## src/rtl/cmp_pipe.sv

```systemverilog
// Pipelined compare stage: one operand register (S1) feeding a small circular FIFO of
// {err, result} entries, with a saturating count of true results consumed downstream.
module cmp_pipe #(
    parameter int WIDTH = 32,
    parameter int DEPTH = 2,
    parameter int CNT_W = 16
) (
    input  logic             clk,
    input  logic             rst_n,
    input  logic             in_valid,
    output logic             in_ready,
    input  logic [WIDTH-1:0] in_a,
    input  logic [WIDTH-1:0] in_b,
    input  logic [2:0]       in_op,
    output logic             out_valid,
    input  logic             out_ready,
    output logic             out_result,
    output logic             out_err,
    output logic [CNT_W-1:0] true_count
);

    localparam int AW = $clog2(DEPTH);
    localparam logic [AW:0]      PTR_ONE = {{AW{1'b0}}, 1'b1};
    localparam logic [CNT_W-1:0] CNT_ONE = {{(CNT_W-1){1'b0}}, 1'b1};
    localparam logic [CNT_W-1:0] CNT_MAX = {CNT_W{1'b1}};

    // Returns {err, result}; opcodes 110/111 are illegal and yield a zero result.
    function automatic logic [1:0] cmp_eval(input logic [WIDTH-1:0] a,
                                            input logic [WIDTH-1:0] b,
                                            input logic [2:0]       op);
        logic       lt_s;
        logic       ltu_s;
        logic       eq_s;
        logic [1:0] r_s;
        lt_s  = ($signed(a) < $signed(b));
        ltu_s = (a < b);
        eq_s  = (a == b);
        case (op)
            3'b000:  r_s = {1'b0, lt_s};
            3'b001:  r_s = {1'b0, ltu_s};
            3'b010:  r_s = {1'b0, eq_s};
            3'b011:  r_s = {1'b0, ~eq_s};
            3'b100:  r_s = {1'b0, ~lt_s};
            3'b101:  r_s = {1'b0, ~ltu_s};
            default: r_s = {1'b1, 1'b0};
        endcase
        return r_s;
    endfunction

    logic             s1_valid_r;
    logic [WIDTH-1:0] s1_a_r;
    logic [WIDTH-1:0] s1_b_r;
    logic [2:0]       s1_op_r;

    logic             res_mem_r [DEPTH];
    logic             err_mem_r [DEPTH];
    logic [AW:0]      wr_ptr_r;
    logic [AW:0]      rd_ptr_r;
    logic [CNT_W-1:0] count_r;

    logic             full_s;
    logic             empty_s;
    logic             push_s;
    logic             pop_s;
    logic             accept_s;
    logic [1:0]       cmp_s;

    // Handshake and FIFO status decode; in_ready may follow out_ready combinationally.
    always_comb begin
        empty_s  = (wr_ptr_r == rd_ptr_r);
        full_s   = (wr_ptr_r[AW-1:0] == rd_ptr_r[AW-1:0]) && (wr_ptr_r[AW] != rd_ptr_r[AW]);
        pop_s    = (!empty_s) && out_ready;
        push_s   = s1_valid_r && ((!full_s) || pop_s);
        in_ready = (!s1_valid_r) || push_s;
        accept_s = in_valid && in_ready;
        cmp_s    = cmp_eval(s1_a_r, s1_b_r, s1_op_r);
    end

    // S1 operand register: loads on accept, empties when its result moves into the FIFO.
    always_ff @(posedge clk or negedge rst_n) begin
        if (!rst_n) begin
            s1_valid_r <= 1'b0;
            s1_a_r     <= {WIDTH{1'b0}};
            s1_b_r     <= {WIDTH{1'b0}};
            s1_op_r    <= 3'b000;
        end else if (accept_s) begin
            s1_valid_r <= 1'b1;
            s1_a_r     <= in_a;
            s1_b_r     <= in_b;
            s1_op_r    <= in_op;
        end else if (push_s) begin
            s1_valid_r <= 1'b0;
        end
    end

    // Circular result FIFO; the extra pointer MSB distinguishes full from empty.
    always_ff @(posedge clk or negedge rst_n) begin
        if (!rst_n) begin
            for (int i = 0; i < DEPTH; i++) begin
                res_mem_r[i] <= 1'b0;
                err_mem_r[i] <= 1'b0;
            end
            wr_ptr_r <= {(AW+1){1'b0}};
            rd_ptr_r <= {(AW+1){1'b0}};
        end else begin
            if (push_s) begin
                res_mem_r[wr_ptr_r[AW-1:0]] <= cmp_s[0];
                err_mem_r[wr_ptr_r[AW-1:0]] <= cmp_s[1];
                wr_ptr_r                    <= wr_ptr_r + PTR_ONE;
            end
            if (pop_s) begin
                rd_ptr_r <= rd_ptr_r + PTR_ONE;
            end
        end
    end

    // Saturating count of true results handed to the consumer.
    always_ff @(posedge clk or negedge rst_n) begin
        if (!rst_n) begin
            count_r <= {CNT_W{1'b0}};
        end else if (pop_s && res_mem_r[rd_ptr_r[AW-1:0]] && (count_r != CNT_MAX)) begin
            count_r <= count_r + CNT_ONE;
        end
    end

    assign out_valid  = !empty_s;
    assign out_result = res_mem_r[rd_ptr_r[AW-1:0]];
    assign out_err    = err_mem_r[rd_ptr_r[AW-1:0]];
    assign true_count = count_r;

endmodule
```

## config.mk

```make
export PLATFORM = sky130hd
export DESIGN_NAME = cmp_pipe
export DESIGN_NICKNAME = d
export VERILOG_FILES = /design/src/rtl/cmp_pipe.sv
export SDC_FILE = /design/constraint.sdc
export NUM_CORES = 1
export LEC_CHECK = 0
export CORE_MARGIN = 2
export CORE_UTILIZATION = 45
export CTS_BUF_LIST = sky130_fd_sc_hd__clkbuf_8
export CTS_CLUSTER_DIAMETER = 100
export DETAILED_ROUTE_END_ITERATION = 8
export GPL_ROUTABILITY_DRIVEN = 1
export PLACE_DENSITY = 0.73
export SYNTH_ARGS = -nofsm -noshare
export SYNTH_HDL_FRONTEND = slang
export SYNTH_SLANG_ARGS = --single-unit
```

## constraint.sdc

```tcl
create_clock -name clk -period 3.3 [get_ports clk]
set_clock_uncertainty 0.15 [all_clocks]
set_input_delay 0.99 -clock clk [delete_from_list [all_inputs] [get_ports clk]]
set_output_delay 0.99 -clock clk [all_outputs]
set_load 0.05 [all_outputs]
```

==> results of run 1 <==
## worst max path at each step
stage                                        from               endpoint  depth (start not counted)
final                     rd_ptr_r[0]$_DFFE_PN0P_              out_valid                          3
after global routing      rd_ptr_r[0]$_DFFE_PN0P_              out_valid                          3
after CTS                 rd_ptr_r[0]$_DFFE_PN0P_              out_valid                          3
after detailed placement                out_ready               in_ready                          4
after global placement                  out_ready               in_ready                          4
after floorplan                         out_ready  s1_a_r[0]$_DFFE_PN0P_                          6
## through the flow
step	hold slack, ps	cells
floorplan	294	369
global placement	306	590
detailed placement	315	590
CTS	336	606
global route	370	606
finish	334	606
## cell families (layout without fill, tap and decap cells)
logic type	after synthesis	after routing	share of synthesized area, %
simple gates	72	72	8.62
compound gates	36	36	5.04
xor+xnor	21	21	4.11
mux	71	71	17.8
fa+ha+maj	33	33	9.23
flops	92	92	51.5
buf+inv	44	148	3.69
## cell type report
class                      instances  area (sq um)
fill                             839          3940
sequential                        92          2300
multi-input combinational        233          2010
timing repair buffer              96           978
clock buffer                      14           193
tap                              133           166
inverter                          36           135
clock inverter                     2          7.51
## critical path, delay by kind of cell (launching register included)
kind / cells / cell delay, ps
buffers and inverters: 1 / 820
flip-flops: 1 / 480
XOR/XNOR: 1 / 200
AND/OR/NAND/NOR: 1 / 150
## per-layer routing
layer	up-vias	share of wire, %	track usage, %
met5	-	0	0
met4	0	1.6	7.05
met3	8	4.6	4.34
met2	64	48	27.8
met1	1438	46	21.0
li1	1489	-	-
## layout by cell type, fill, tap and decap left out, types with 3 or more instances in the layout
cell / count
dfrtp_1: 92
clkdlybuf4s50_1: 88
mux2_2: 70
inv_1: 38
ha_1: 33
nand2_1: 23
xnor2_1: 15
a21oi_1: 15
clkbuf_8: 14
nand4_1: 13
o21ai_0: 8
and3_1: 7
nor2_1: 6
xor2_1: 6
nand3_1: 5
buf_4: 5
nor3_1: 3
nor2b_1: 3
buf_12: 3
## report_power, final
part / internal [uW] / total, uW / switching, uW
Sequential: 1420 / 1620 / 199
Clock: 373 / 746 / 374
Combinational: 752 / 1540 / 790
## flip-flops by register name (all words and copies together) (netlist names)
| name | flops |
|---|---|
| s1_a_r | 32 |
| s1_b_r | 32 |
| true_count | 16 |
| s1_op_r | 3 |
| err_mem_r | 2 |
| rd_ptr_r | 2 |
| res_mem_r | 2 |
| wr_ptr_r | 2 |
| s1_valid_r | 1 |
==> impl_results.md, run 1 <==
* Antenna violations before repair at 0
* FF-to-FF path depth at 7
* H-Tree Depth at 3
* HPWL after detailed placement at slightly above 6 mm
* Drc violations at 0
* Synth top area share at about half
* CTS tree: done
* Root Driver: clkbuf_8
* CTS resizes at 0
* Number of flops mapped to enable cells by yosys at 0
* Worst path cell trace: xnor2_1 > nand2_1 > clkdlybuf4s50_1
* PwrDens at 675 nW/um^2
* CP peak stage delay at approximately 800 ps
* Syn nets at 473
* Ys Warns at 0
* Hold Vio Cnt, Final at 0
* DR vias at roughly 3,000
* Clk sinks at roughly 90
* Leading area contributor after synthesis: dfrtp_1
* Top FF cell, synth: dfrtp_1
* DRT iter0 DRCs at 74
* Hold EP: err_mem_r[0]$_DFFE_PN0P_
* Hold buffer count at CTS at 0
* Max-slew violations at 0
* Period utilization at 95.2%
* FP Rows at 36
* DP Area at about 5600 sq um
* CP max stage cell: clkdlybuf4s50_1
* Sum Neg Setup Slack at 0 ps
* Proportion of layout cells with a drive suffix above 1 at approximately a fifth
* Overflow after GRT at 0
* Post-synthesis register bit count at 92
* Seq/Total Area, Yosys at 51.5%
* Post-placement setup slack at between 150 and 200 ps
* Final setup viols at 0
* VDD IR max at 0.000454 V
* Area delta synth->final at 29.5%
* Setup slack, reg-to-reg at roughly 370 ps
* Slew HR at 61.7%
* Critical R2R Capture: res_mem_r[0]$_DFFE_PN0P_
* WL per Instance at about 14 um
* Post-CTS Setup Bufs at 0
* Critical Path AT at about 2000 ps
* Fin crit period at approximately 3100 ps
* Maximum Capacitance Violations at 0
* Worst-case clock buffer depth at 2
* Die Area at around 11,000 sq um
* Worst Tran Pin Value at roughly 570 ps
* Total power at between 3000 and 4000 uW
* Syn Area/Cell at 12.1 sq um
* Initial Util at 46.0%
* Fmax at between 300 and 400 MHz
* Post-Route Utilization at between 50% and 60%
* Status: completed
* PnR worst setup slack at around 160 ps
* Area contributors post-synth: dfrtp_1 (51%), mux2_2 (18%), ha_1 (9.2%), inv_1 (3.0%), xnor2_1 (2.9%)
* Mapped Cells at roughly 370
* Core area at slightly below 10,000 sq um
* Vias in the first global route at about 3,100
* Port buffer count at 90
* GP Congestion at about 0.76
* Lkg Pwr at about 0.0026 uW
* Synthesized area at approximately 4500 sq um
* HP Class: reg -> reg
* RR Startpoint: s1_a_r[31]$_DFFE_PN0P_
* Final nets at between 500 and 600
* Asr flop ratio synth at 100%
* Distinct cells, synth at 37
* Die X at just over 100 um
* Diodes inserted at 0
* Latest clock arrival within the worst-skew pair at about 350 ps
* Cell with the most instances after synthesis: dfrtp_1
* Most frequent cells after synthesis: dfrtp_1 (92), mux2_2 (70), inv_1 (36), ha_1 (33), nand2_1 (24)
* Final ANT Viol Nets at 0
* Hold wc startpoint: err_mem_r[0]$_DFFE_PN0P_
* Largest net degree at the start of global routing at 65
* First-pass iteration count of the detailed router at 4
* Number of top-level pins at 91
* Worst Path Required at 2160 ps
* Clock transition at path regs at 80 ps
* Worst setup SP type: flip-flop
* TritonCTS buffer count at 9
* Final Instance Area at roughly 5800 sq um
* Critical Path Fanout Max at 7
* Die Span Y at slightly above 100 um
* Vias/cell at around 4.9
* First-pass GRT wire length at between 10 and 15 mm
* Worst Hold Depth at 2
* Crit path capture type: primary output
* RSZ-0062 raised after global routing: false
* Crit Path Class: reg -> out
* Total Wirelength at 8.35 mm
* Total GRT Usage at about 17%
No activity file was read; power rests on OpenSTA's default activity.
==> run 2: changes to the inputs <==
--- a/config.mk
+++ b/config.mk
@@ -12,6 +12,8 @@
 export DETAILED_ROUTE_END_ITERATION = 8
 export GPL_ROUTABILITY_DRIVEN = 1
 export PLACE_DENSITY = 0.73
+export SETUP_SLACK_MARGIN = 0.02
+export SLEW_MARGIN = 20
 export SYNTH_ARGS = -nofsm -noshare
 export SYNTH_HDL_FRONTEND = slang
 export SYNTH_SLANG_ARGS = --single-unit
==> run 2 against run 1 <==
Effect of this change:
- cell area about the same
- first-iteration DRC count unchanged
- routed wire length about the same
- via count about the same
- register-to-register slack about the same
- global-route usage unchanged
==> impl_results.md, run 2 (synthesized netlist as in run 1, its figures left out) <==
* Lkg Pwr at between 0.002 and 0.003 uW
* Proportion of layout cells with a drive suffix above 1 at between 20% and 30%
* TritonCTS buffer count at 9
* Period utilization at approximately 94%
* RSZ-0062 raised after global routing: false
* Worst Path Required at between 2000 and 2500 ps
* Vias in the first global route at about 3,100
* FF-to-FF path depth at 7
* HP Class: reg -> reg
* Die X at 104 um
* Setup slack, reg-to-reg at between 300 and 400 ps
* Largest net degree at the start of global routing at between 60 and 70
* Met3 usage at approximately 4.3%
* Worst setup SP type: input pin
* Crit path capture type: primary output
* Max-slew violations at 0
* Final ANT Viol Nets at 0
* DRT iter0 DRCs at 74
* Drc violations at 0
* Fin crit period at between 3000 and 4000 ps
* Critical Path AT at 1980 ps
* Number of top-level pins at between 90 and 100
* Critical Path Fanout Max at 3
* Total GRT Usage at around 17%
* Die Area at roughly 11,000 sq um
* Vias/cell at about 5
* Crit Path Class: in -> out
* DR vias at about 3,000
* Delay-heaviest family, CP: buffers and inverters
* RR Startpoint: s1_a_r[30]$_DFFE_PN0P_
* Grt met1 use at 21.0%
* Diodes inserted at 0
* VDD IR max at between 0.0004 and 0.0005 V
* Worst-case clock buffer depth at 2
* CP peak stage delay at roughly 420 ps
* Area delta synth->final at 29.5%
* Clock transition at path regs at approximately 80 ps
* Initial Util at a little under half
* Die Span Y at ~100 um
* Hold Vio Cnt, Final at 0
* WL per Instance at 13.8 um
* Grt peak-use layer: met2
* CP max stage cell: clkdlybuf4s50_1
* Root Driver: clkbuf_8
* Most frequent cells in the layout: dfrtp_1 (92), clkdlybuf4s50_1 (87), mux2_2 (70), inv_1 (38), ha_1 (33)
* Latest clock arrival within the worst-skew pair at roughly 350 ps
* Total Wirelength at 8.36 mm
* Worst Hold Depth at 2
* First-pass iteration count of the detailed router at 4
* Worst Tran Pin Value at between 500 and 600 ps
* Slew HR at 61.7%
* Sum Neg Setup Slack at 0 ps
* CTS tree: done
* PwrDens at around 670 nW/um^2
* Final nets at roughly 570
* Commonest non-fill, non-tap cell in the layout: dfrtp_1
* HPWL after detailed placement at slightly above 6 mm
* H-Tree Depth at 3
* First-pass GRT wire length at ~14 mm
* Core area at roughly 9700 sq um
* FP Rows at 36
* Hold EP: err_mem_r[0]$_DFFE_PN0P_
* Final setup viols at 0
* Met2 Usage GRT at roughly 28%
* Status: completed
* FILL cells at approximately 840
* Antenna violations before repair at 0
* Fmax at ~320 MHz
* CP Buf/Inv Count at 2
* Port buffer count at 90
* Post-Route Utilization at slightly below 60%
* Clk sinks at a little over 90
* Critical R2R Capture: res_mem_r[0]$_DFFE_PN0P_
* Worst path cell trace: clkdlybuf4s50_1 > nor2_1 > nand3_1 > buf_12
* Hold wc startpoint: err_mem_r[0]$_DFFE_PN0P_
* Overflow after GRT at 0
* GP Congestion at 0.760
* Maximum Capacitance Violations at 0
[run 2: cell types whose count changed in the layout (fill, tap and decap cells not counted), sizes merged]
cell           previous run  this run
clkdlybuf4s50            88        87
dlymetal6s2s              0         1
[run 2: tightest hold or removal path: stages, from the launching register on]
cell and delay (ps):
dfrtp_1 350, nand2_1 50, o21ai_0 60
[run 2: repair_timing]
item,CTS,global route
setup buffers,0,0
hold buffers,0,0
gates resized for setup,0,1
setup endpoints to repair,0,1
[run 2: area by class of cell]
type | instances | area [sq um] | area share [%]
Tap cell | 133 | 166 | 2.87
Sequential cell | 92 | 2300 | 39.7
Clock inverter | 2 | 7.51 | 0.130
Clock buffer | 14 | 193 | 3.33
Multi-Input combinational cell | 233 | 2010 | 34.7
Timing Repair Buffer | 96 | 981 | 16.9
Inverter | 36 | 135 | 2.33
[run 2: per-layer routing]
metal	wire length [um]	up-vias	part of all wire, %
met5	0	-	0
met4	132	0	1.6
met3	382	8	4.6
met2	4010	66	48
met1	3840	1433	46
li1	-	1490	-
[run 2: through the flow]
stage,area [sq um],hold WS (ps),instances,setup WS [ps],total power [uW]
after detailed placement,5590,315,590,176,3200
after floorplan,4470,294,369,86.3,2700
after global routing,5790,370,606,81.9,4210
after CTS,5790,336,606,134,3960
after global placement,5590,306,590,230,3140
final,5790,334,606,185,3910
[run 2: worst max path at each step]
stage	start	to	slack (ps)	depth (start not counted)
CTS	rd_ptr_r[0]$_DFFE_PN0P_	out_valid	130	3
global route	rd_ptr_r[0]$_DFFE_PN0P_	out_result	80	3
detailed placement	out_ready	in_ready	180	4
finish	out_ready	in_ready	180	4
floorplan	out_ready	s1_a_r[0]$_DFFE_PN0P_	90	6
global placement	out_ready	in_ready	230	4
[run 2: report_power, final]
| part | switching, uW | total (uW) | leakage, uW | internal (uW) |
|---|---|---|---|---|
| Sequential | 199 | 1620 | 0.00111 | 1420 |
| Clock | 374 | 747 | 0.000111 | 373 |
| Combinational | 789 | 1540 | 0.00139 | 751 |
| Total | 1360 | 3910 | 0.00261 | 2540 |
==> run 3: changes to the inputs <==
--- a/config.mk
+++ b/config.mk
@@ -5,6 +5,7 @@
 export SDC_FILE = /design/constraint.sdc
 export NUM_CORES = 1
 export LEC_CHECK = 0
+export CORE_ASPECT_RATIO = 1.2
 export CORE_MARGIN = 2
 export CORE_UTILIZATION = 45
 export CTS_BUF_LIST = sky130_fd_sc_hd__clkbuf_8
==> constraint.sdc (replaced) <==
create_clock -name clk -period 2.95 [get_ports clk]
set_clock_uncertainty 0.15 [all_clocks]
set_input_delay 0.885 -clock clk [delete_from_list [all_inputs] [get_ports clk]]
set_output_delay 0.885 -clock clk [all_outputs]
set_load 0.05 [all_outputs]
==> run 3 against run 2 <==
Effect of this change:
- sequential power is 13% higher
- highest routed layer unchanged
- clock power is 35% higher
- utilization is 2.2 points higher
==> impl_results.md, run 3 (synthesized netlist as in run 1, its figures left out) <==
* Proportion of layout cells with a drive suffix above 1 at between 20% and 30%
* Area delta synth->final at 32.8%
* Clk pwr share at between 20% and 30%
* Fmax at between 300 and 400 MHz
* GP Congestion at ~0.74
* First-pass GRT wire length at 14.7 mm
* Initial Util at 46.5%
* Largest net degree at the start of global routing at 55
* Fin crit period at roughly 2800 ps
* FILL cells at 789
* Hold Vio Cnt, Final at 0
* Worst Path Required at approximately 1900 ps
* Post-placement setup slack at 29.4 ps
* Final ANT Viol Nets at 0
* Final nets at around 580
* Overflow after GRT at 0
* Most frequent cells in the layout: dfrtp_1 (92), clkdlybuf4s50_1 (85), mux2_2 (70), inv_1 (37), ha_1 (29)
* H-Tree Depth at 3
* Commonest non-fill, non-tap cell in the layout: dfrtp_1
* Total GRT Usage at between 15 and 20%
* Vias in the first global route at between 3,000 and 4,000
* Lkg Pwr at between 0.002 and 0.003 uW
* Port buffer count at 90
* DRT iter0 DRCs at 90
* Sequential share of power at 39.3%
* Crit Path Class: in -> out
* Hold buffer count at CTS at 0
* Net Sw Frac at roughly 35%
* Max-slew violations at 0
* DP Area at between 5000 and 6000 sq um
* PwrDens at 781 nW/um^2
* Clock transition at path regs at approximately 90 ps
* Maximum Capacitance Violations at 0
* CP max stage cell: clkdlybuf4s50_1
* Final setup viols at 0
* Worst setup SP type: input pin
* Setup slack, reg-to-reg at between 100 and 150 ps
* PnR worst setup slack at 105 ps
* DR vias at 3,060
* Critical R2R Capture: res_mem_r[1]$_DFFE_PN0P_
* TritonCTS buffer count at 9
* Die X at 95.0 um
* Final Instance Area at 5940 sq um
* Vias/cell at 5.07
* Slew HR at 65.9%
* WL per Instance at roughly 14 um
* Die Span Y at 113 um
* Crit path capture type: primary output
* Logic pwr share at between 30% and 40%
* Worst path cell trace: clkdlybuf4s50_1 > nor2_2 > nand3_2 > buf_12
* First-pass iteration count of the detailed router at 4
* CTS tree: done
* Sum Neg Setup Slack at 0 ps
* Total Wirelength at approximately 8.7 mm
* Critical Path Fanout Max at 3
* Period utilization at between 90% and 100%
* Worst-case clock buffer depth at 2
* Die Area at between 10,000 and 15,000 sq um
* Sw Pwr at between 1500 and 2000 uW
* Internal power at roughly 3000 uW
* FF-to-FF path depth at 8
* Number of top-level pins at 91
* HPWL after detailed placement at approximately 6.5 mm
* Latest clock arrival within the worst-skew pair at around 370 ps
* Drc violations at 0
* Core area at 9610 sq um
* RR Startpoint: s1_b_r[31]$_DFFE_PN0P_
* Antenna violations before repair at 0
* Post-Route Utilization at about three fifths
* Critical Path AT at roughly 1800 ps
* VDD IR max at roughly 0.00034 V
* Clk sinks at between 90 and 100
* FP Rows at 39
* Status: completed
* Root Driver: clkbuf_8
* Worst Tran Pin Value at approximately 510 ps
* HP Class: in -> async
* RSZ-0062 raised after global routing: false
* Diodes inserted at 0
* CP peak stage delay at 450 ps
==> run 3: cell count changes in the layout (fill, tap and decap cells not counted), moves of 2 or more <==
cell,delta
ha_1,-4
buf_4,+7
ha_4,+4
clkbuf_8,-5
dlygate4sd2_1,+3
clkdlybuf4s50_1,-2
bufinv_16,+3
==> run 3: per-layer routing <==
metal  share of wire (%)  wire length (um)  track usage [%]
met3                 4.3               372             4.06
met2                  52              4470             30.0
met5                   0                 0                0
met4                 2.0               171             7.25
met1                  42              3660             20.8
==> run 3: layout make-up <==
type                    count  area (sq um)  area share, %
well taps                 123           154           2.59
inverters                  36           135           2.28
multi-input cells         233          2080           35.1
flip-flops and latches     92          2300           38.8
repair buffers            103          1030           17.3
clock buffers               9           124           2.09
clock inverters             7           115           1.94
==> run 3: worst max-delay path by stage <==
stage	slack [ps]	endpoint	cells after the start	startpoint
floorplan	40	s1_a_r[0]$_DFFE_PN0P_	6	out_ready
global placement	40	in_ready	4	out_ready
detailed placement	30	res_mem_r[0]$_DFFE_PN0P_	7	s1_a_r[27]$_DFFE_PN0P_
CTS	40	res_mem_r[0]$_DFFE_PN0P_	7	s1_a_r[15]$_DFFE_PN0P_
global route	8	out_result	3	rd_ptr_r[0]$_DFFE_PN0P_
finish	110	in_ready	4	out_ready
==> run 3: power groups by stage <==
| stage | Clock [uW] | Combinational, uW | Sequential, uW |
|---|---|---|---|
| final | 1010 | 1800 | 1830 |
| after global routing | 1090 | 2020 | 1870 |
| after CTS | 1040 | 1770 | 1820 |
| after detailed placement | 0 | 1780 | 1840 |
| after global placement | 0 | 1730 | 1820 |
| after floorplan | 0 | 1150 | 1880 |
==> run 3: critical path: cells and delay by family <==
kind	cells	cell delay, ps
buffers and inverters	2	620
AND/OR/NAND/NOR	2	300
==> run 3: through the flow <==
step | hold slack [ps] | power (uW) | cells
final | 331 | 4640 | 603
after global routing | 366 | 4990 | 603
after CTS | 336 | 4620 | 600
after detailed placement | 315 | 3620 | 583
after global placement | 307 | 3550 | 583
after floorplan | 294 | 3030 | 369
==> run 3: repair_timing <==
action,in CTS,in global routing
setup endpoints to repair,5,4
buffers inserted,1,3
gates resized for setup,3,8
cloned,0,0
pin swaps,1,8
hold endpoints to repair,0,0
